--- src/rtl/bm_pkg.sv ---
// rtl/bm_pkg.sv - shared AHB encodings, FSM state and address/control bundle for the bus matrix
// Contents:
//   HTRANS_*  transfer type encodings (IDLE/BUSY/NONSEQ/SEQ)
//   HRESP_*   response encodings (OKAY/ERROR)
//   HBURST_*  burst encodings used by the input stage (SINGLE/INCR)
//   bm_in_state_e   input stage FSM state (PASS/HOLD)
//   bm_addr_ctrl_t  address-phase signals captured by the hold register
package bm_pkg;

  localparam logic [1:0] HTRANS_IDLE   = 2'b00;
  localparam logic [1:0] HTRANS_BUSY   = 2'b01;
  localparam logic [1:0] HTRANS_NONSEQ = 2'b10;
  localparam logic [1:0] HTRANS_SEQ    = 2'b11;

  localparam logic HRESP_OKAY  = 1'b0;
  localparam logic HRESP_ERROR = 1'b1;

  localparam logic [2:0] HBURST_SINGLE = 3'b000;
  localparam logic [2:0] HBURST_INCR   = 3'b001;

  typedef enum logic {
    ST_PASS = 1'b0,
    ST_HOLD = 1'b1
  } bm_in_state_e;

  typedef struct packed {
    logic [31:0] addr;
    logic [1:0]  trans;
    logic        write;
    logic [2:0]  size;
    logic [2:0]  burst;
    logic [3:0]  prot;
    logic        mastlock;
  } bm_addr_ctrl_t;

  // NONSEQ and SEQ both have bit 1 set; IDLE and BUSY never carry a transfer.
  function automatic logic is_active_trans(input logic [1:0] trans);
    return trans[1];
  endfunction

endpackage

--- src/rtl/bm_in_stage_holdreg.sv ---
// rtl/bm_in_stage_holdreg.sv - hold register for a refused address phase, with optional burst remap
// Ports:
//   HCLK, HRESETn  clock, asynchronous active-low reset
//   capture_i      load ctrl_i into the hold register this cycle
//   ctrl_i         master address/control to capture
//   ctrl_o         held address/control as presented to the decoder
// Build option: BM_IN_STAGE_SEQ_TO_NSEQ_EN turns a held SEQ into NONSEQ and any held
// fixed/wrapping burst into INCR, since the refusal has already broken the burst.
import bm_pkg::*;

module bm_in_stage_holdreg (
  input  logic          HCLK,
  input  logic          HRESETn,
  input  logic          capture_i,
  input  bm_addr_ctrl_t ctrl_i,
  output bm_addr_ctrl_t ctrl_o
);

  bm_addr_ctrl_t hold_q;
  bm_addr_ctrl_t hold_d;

  always_comb begin
    hold_d = hold_q;
    if (capture_i) hold_d = ctrl_i;
  end

  always_ff @(posedge HCLK or negedge HRESETn) begin
    if (!HRESETn) hold_q <= '0;
    else          hold_q <= hold_d;
  end

`ifdef BM_IN_STAGE_SEQ_TO_NSEQ_EN
  always_comb begin
    ctrl_o = hold_q;
    if (hold_q.trans == HTRANS_SEQ) ctrl_o.trans = HTRANS_NONSEQ;
    if ((hold_q.trans == HTRANS_SEQ) || (hold_q.burst != HBURST_SINGLE))
      ctrl_o.burst = HBURST_INCR;
  end
`else
  assign ctrl_o = hold_q;
`endif

endmodule

--- src/rtl/bm_input_stage.sv ---
// rtl/bm_input_stage.sv - per-master AHB bus matrix input stage: holds refused transfers, routes data-phase response
// Ports:
//   HCLK, HRESETn                   clock, asynchronous active-low reset
//   HSELS..HMASTLOCKS, HREADYS      master-side address phase and bus HREADY
//   addr_in_phase, data_in_phase    arbitration status from the output stages
//   HREADYM, HRESPM                 ready/response of the output serving this port
//   HSELM..HMASTLOCKM               address phase presented to the decoder
//   HREADYOUTS, HRESPS              ready/response returned to the master
// Build option: BM_IN_STAGE_SEQ_TO_NSEQ_EN (see bm_in_stage_holdreg).
import bm_pkg::*;

module bm_input_stage (
  input  logic        HCLK,
  input  logic        HRESETn,
  input  logic        HSELS,
  input  logic [31:0] HADDRS,
  input  logic [1:0]  HTRANSS,
  input  logic        HWRITES,
  input  logic [2:0]  HSIZES,
  input  logic [2:0]  HBURSTS,
  input  logic [3:0]  HPROTS,
  input  logic        HMASTLOCKS,
  input  logic        HREADYS,
  input  logic        addr_in_phase,
  input  logic        data_in_phase,
  input  logic        HREADYM,
  input  logic        HRESPM,
  output logic        HSELM,
  output logic [31:0] HADDRM,
  output logic [1:0]  HTRANSM,
  output logic        HWRITEM,
  output logic [2:0]  HSIZEM,
  output logic [2:0]  HBURSTM,
  output logic [3:0]  HPROTM,
  output logic        HMASTLOCKM,
  output logic        HREADYOUTS,
  output logic        HRESPS
);

  bm_in_state_e  state_q, state_d;
  logic          dphase_q, dphase_d;
  logic          new_trans, accept, capture, dphase_set;
  bm_addr_ctrl_t master_ctrl, held_ctrl, out_ctrl;

  assign master_ctrl = '{addr: HADDRS, trans: HTRANSS, write: HWRITES, size: HSIZES,
                         burst: HBURSTS, prot: HPROTS, mastlock: HMASTLOCKS};

  assign new_trans  = HSELS & HREADYS & is_active_trans(HTRANSS);
  assign accept     = addr_in_phase & HREADYM;
  assign capture    = (state_q == ST_PASS) & new_trans & ~accept;
  assign dphase_set = ((state_q == ST_PASS) & new_trans & accept) | ((state_q == ST_HOLD) & accept);

  bm_in_stage_holdreg u_holdreg (
    .HCLK      (HCLK),
    .HRESETn   (HRESETn),
    .capture_i (capture),
    .ctrl_i    (master_ctrl),
    .ctrl_o    (held_ctrl)
  );

  // State register
  always_ff @(posedge HCLK or negedge HRESETn) begin
    if (!HRESETn) begin
      state_q  <= ST_PASS;
      dphase_q <= 1'b0;
    end else begin
      state_q  <= state_d;
      dphase_q <= dphase_d;
    end
  end

  // Next state
  always_comb begin
    state_d = state_q;
    case (state_q)
      ST_PASS: if (capture) state_d = ST_HOLD;
      ST_HOLD: if (accept)  state_d = ST_PASS;
      default: state_d = ST_PASS;
    endcase
  end

  // A new accept wins over the end of the previous data phase, so back-to-back
  // transfers keep dphase high without a bubble.
  always_comb begin
    dphase_d = dphase_q;
    if (dphase_set)                      dphase_d = 1'b1;
    else if (data_in_phase & HREADYM)    dphase_d = 1'b0;
  end

  // Outputs
  always_comb begin
    out_ctrl   = master_ctrl;
    HSELM      = HSELS;
    HREADYOUTS = 1'b1;
    if (state_q == ST_HOLD) begin
      out_ctrl   = held_ctrl;
      HSELM      = 1'b1;
      HREADYOUTS = 1'b0;
    end else if (dphase_q) begin
      HREADYOUTS = data_in_phase ? HREADYM : 1'b0;
    end
    HRESPS = (dphase_q & data_in_phase) ? HRESPM : HRESP_OKAY;
  end

  assign HADDRM     = out_ctrl.addr;
  assign HTRANSM    = out_ctrl.trans;
  assign HWRITEM    = out_ctrl.write;
  assign HSIZEM     = out_ctrl.size;
  assign HBURSTM    = out_ctrl.burst;
  assign HPROTM     = out_ctrl.prot;
  assign HMASTLOCKM = out_ctrl.mastlock;

endmodule

--- config.mk ---
export PLATFORM = sky130hd
export DESIGN_NAME = bm_input_stage
export DESIGN_NICKNAME = d
export VERILOG_FILES = /design/src/rtl/bm_pkg.sv /design/src/rtl/bm_in_stage_holdreg.sv /design/src/rtl/bm_input_stage.sv
export SDC_FILE = /design/constraint.sdc
export NUM_CORES = 1
export LEC_CHECK = 0
export CAP_MARGIN = 20
export CORE_MARGIN = 1.5
export CORE_UTILIZATION = 32
export CTS_BUF_LIST = sky130_fd_sc_hd__clkbuf_8
export CTS_CLUSTER_DIAMETER = 120
export DETAILED_ROUTE_END_ITERATION = 8
export GPL_TIMING_DRIVEN = 0
export PLACE_DENSITY = 0.63
export SETUP_SLACK_MARGIN = 0.02
export SLEW_MARGIN = 25
export SYNTH_ARGS = -nofsm -noshare
export SYNTH_HDL_FRONTEND = slang
export SYNTH_HIERARCHICAL = 1
export SYNTH_SLANG_ARGS = --single-unit
--- constraint.sdc ---
create_clock -name HCLK -period 1.9 [get_ports HCLK]
set_clock_uncertainty 0.2 [all_clocks]
set_input_delay 0.19 -clock HCLK [delete_from_list [all_inputs] [get_ports HCLK]]
set_output_delay 0.19 -clock HCLK [all_outputs]
set_load 0.01 [all_outputs]
==> results.py <==
metrics = {
    "sta": {
        "fin_ws_ns": -0.0251,
        "fin_crit_ns": 1.93,
        "max_freq_mhz": 519,
        "drv_slew": 0,
        "timing.final.crit_share": 1.01,
        "rsz0062_at_grt": "yes",
        "max_slew_margin": 0.584,
        "tightest_slew_ns": 0.624,
        "finalHoldViolCount": 0,
        "setup_violations": 24,
    },
    "placed_design": {
        "dp_slack_ns": -0.173,
        "place.detailed.hpwl_mm": 3.82,
        "portBuffers": 102,
        "gp_congestion": 0.666,
        "dp_cells": 371,
    },
    "cells_and_area": {
        "area_delta_synth_final_pct": 54.6,
        "drive_above_1_share": 0.612,
        "insertedDiodeCount": 0,
        "layout.nets": 342,
        "final_cell_count_no_fill": 397,
    },
    "floorplanning": {
        "num_rows": 34,
        "die_w_um": 96.7,
        "pin_count": 103,
        "start_util": 0.326,
        "design.die.area_um2": 9360,
        "coreArea_um2": 8640,
        "die_h_um": 96.7,
    },
    "yosys": {
        "yosysMostFrequentCell": "mux2_4",
        "synthesis.nets": 215,
        "yosysUniqueCellTypes": 13,
        "netlist_area_um2": 2810,
        "synth.yosys.seq_area_share": 0.427,
        "async_reset_ff_frac": 1.00,
        "synth-edff-count": 0,
        "yosysWarnings": 6,
        "syn_inst": 161,
        "syn_area_per_cell_um2": 17.5,
        "synth_commonest_cells": "mux2_4 (86), dfrtp_1 (48), buf_12 (8)",
        "synth.area.top_cells": "mux2_4 (46%), dfrtp_1 (43%), buf_12 (5.7%)",
        "yosysTopAreaCellShare": 0.459,
        "ys_ff_latch": 48,
        "synth_ff_type": "dfrtp_1",
        "synth_largest_area_cell": "mux2_4",
    },
    "routing": {
        "dr.pass1.iters": 2,
        "drt_iter0_drc": 32,
        "wirelength_mm": 5.83,
        "vias_per_cell": 4.47,
        "remaining_drc_errors": 0,
        "antenna_left": 0,
        "vias": 1773,
        "detail_route.wl_per_cell_um": 14.7,
    },
    "cts": {
        "clockBufferDepth": 2,
        "cts_tree": "yes",
        "clk_latency_ns": 0.30,
        "cts_root_buf": "clkbuf_8",
        "clock-sinks": 48,
        "cts_max_level": 2,
        "clkTransAtPathRegs_ns": 0.09,
        "cts_buffers": 5,
    },
    "setup_path": {
        "critPathArrivalTime_ns": 1.91,
        "rrSetupSlack_ns": -0.03,
        "crit_family": "buffers and inverters",
        "cp-startpoint": "state_q",
        "ff2ff_path_depth": 7,
        "r2r-start": "state_q",
        "r2r-end": "u_holdreg/ctrl_o[28]",
        "endpoint_kind": "flip-flop",
        "critical_path_class": "flip-flop to flip-flop",
        "critPathLaunchType": "flip-flop",
        "cpPeakStageDelay_ns": 0.38,
        "slowest_stage": "dfrtp_1",
        "cp_max_fo": 6,
        "crit_chain": "buf_6, buf_12, nor3b_4, buf_6, buf_12, clkbuf_16, mux2_4",
        "path_buf_inv": 5,
        "crit_required_ns": 1.88,
    },
    "power_and_ir_drop": {
        "combPwrFrac": 0.424,
        "max-vdd-ir-drop_v": 0.000401,
        "leakagePower_nw": 2.01,
        "power_frac_seq": 0.404,
        "pwr-share-clk": 0.172,
        "internal-power_mw": 2.63,
        "power.density_nw_per_um2": 815,
        "switchingPower_mw": 0.916,
        "switching_share": 0.259,
    },
    "global_route": {
        "grt_pass1_vias": 1927,
        "grt_pass1_wl_mm": 9.75,
        "grtUsageTotal": 0.128,
        "antenna_found_initial": 0,
        "grt_max_degree": 49,
        "grt_overflow": 0,
    },
    "hold_path": {
        "hp-class": "input port to async pin",
    },
    "status": {
        "status": "finished, violations left",
        "violations": "negative setup slack",
    },
    "flow_run": {
        "drv_cap": 0,
    },
}
## registers in the layout, indices dropped and copies added, names as in the netlist
register,flops
u_holdreg/ctrl_o,46
dphase_q,1
state_q,1
## timing repair
item | in CTS | in global routing
hold buffers | 1 | 0
setup endpoints to repair | 88 | 58
pin swaps | 1 | 0
gates cloned | 3 | 2
hold endpoints to repair | 48 | 0
resized for setup | 222 | 26
buffers inserted | 13 | 1
## kinds of logic after synthesis
family                 after synthesis  share of synthesized area
AOI/OAI and AO/OA                    4                    0.00890
buffers and inverters               11                     0.0690
DFF                                 48                      0.427
muxes                               92                      0.483
and+or+nand+nor                      6                     0.0116
## power by group through the flow
stage	sequential (mW)	clock, mW	combinational, mW
6_report	1.43	0.610	1.50
2_1_floorplan	1.41	0	0.897
5_1_grt	1.47	0.694	1.60
3_3_place_gp	1.44	0	1.41
3_5_place_dp	1.45	0	1.41
4_1_cts	1.43	0.649	1.41
## routing by layer
metal,up-vias,part of all wire,track usage
li1,838,-,-
met1,871,0.45,0.170
met2,60,0.48,0.201
met3,4,0.059,0.0412
met4,0,0.0053,0.0334
met5,-,0,0
## cells in the final DEF (no fill, tap or decap)
master / n
clkdlybuf4s50_1: 53
mux2_4: 86
inv_1: 2
o2bb2ai_1: 1
nand3_1: 1
clkbuf_16: 2
a31oi_1: 1
buf_16: 2
buf_4: 5
clkbuf_2: 2
nor3b_4: 1
buf_6: 41
dlygate4sd3_1: 1
clkbuf_8: 6
buf_2: 10
mux2_2: 6
buf_8: 3
a21oi_1: 2
buf_12: 12
dfrtp_1: 48
nand2_1: 2
or2_4: 1
and3_1: 1
## metrics by stage
| step | util | instance area, um^2 | TNS, ns | hold slack [ns] | total power, mW |
|---|---|---|---|---|---|
| after floorplan | - | 2810 | 0 | -0.306 | 2.31 |
| after global placement | 0.459 | 3970 | -60.34 | 0.289 | 2.84 |
| after detailed placement | 0.459 | 3970 | -6.86 | 0.0645 | 2.86 |
| after CTS | 0.481 | 4160 | -0.414 | 0.272 | 3.49 |
| after global routing | 0.503 | 4350 | -3.43 | 0.284 | 3.76 |
| final | 0.503 | 4350 | -0.213 | 0.253 | 3.54 |
## how the worst max path moves through the flow
stage / slack, ns / endpoint / cells after the start
2_1_floorplan: 0.07 / u_holdreg/ctrl_o[0] / 6
3_3_place_gp: -1.11 / u_holdreg/ctrl_o[41] / 1
3_5_place_dp: -0.17 / u_holdreg/ctrl_o[34] / 6
4_1_cts: -0.03 / HSIZEM[0] / 5
5_1_grt: -0.08 / u_holdreg/ctrl_o[28] / 7
6_report: -0.03 / u_holdreg/ctrl_o[28] / 7
## cell type report
class / instances / area, um^2
flip-flops and latches: 48 / 1200
well taps: 108 / 135
plain buffers: 10 / 183
clock buffers: 6 / 82.6
repair buffers: 121 / 1310
clock inverters: 2 / 7.51
fillers: 745 / 4290
multi-input cells: 102 / 1430
(Power assumes the default switching activity.)
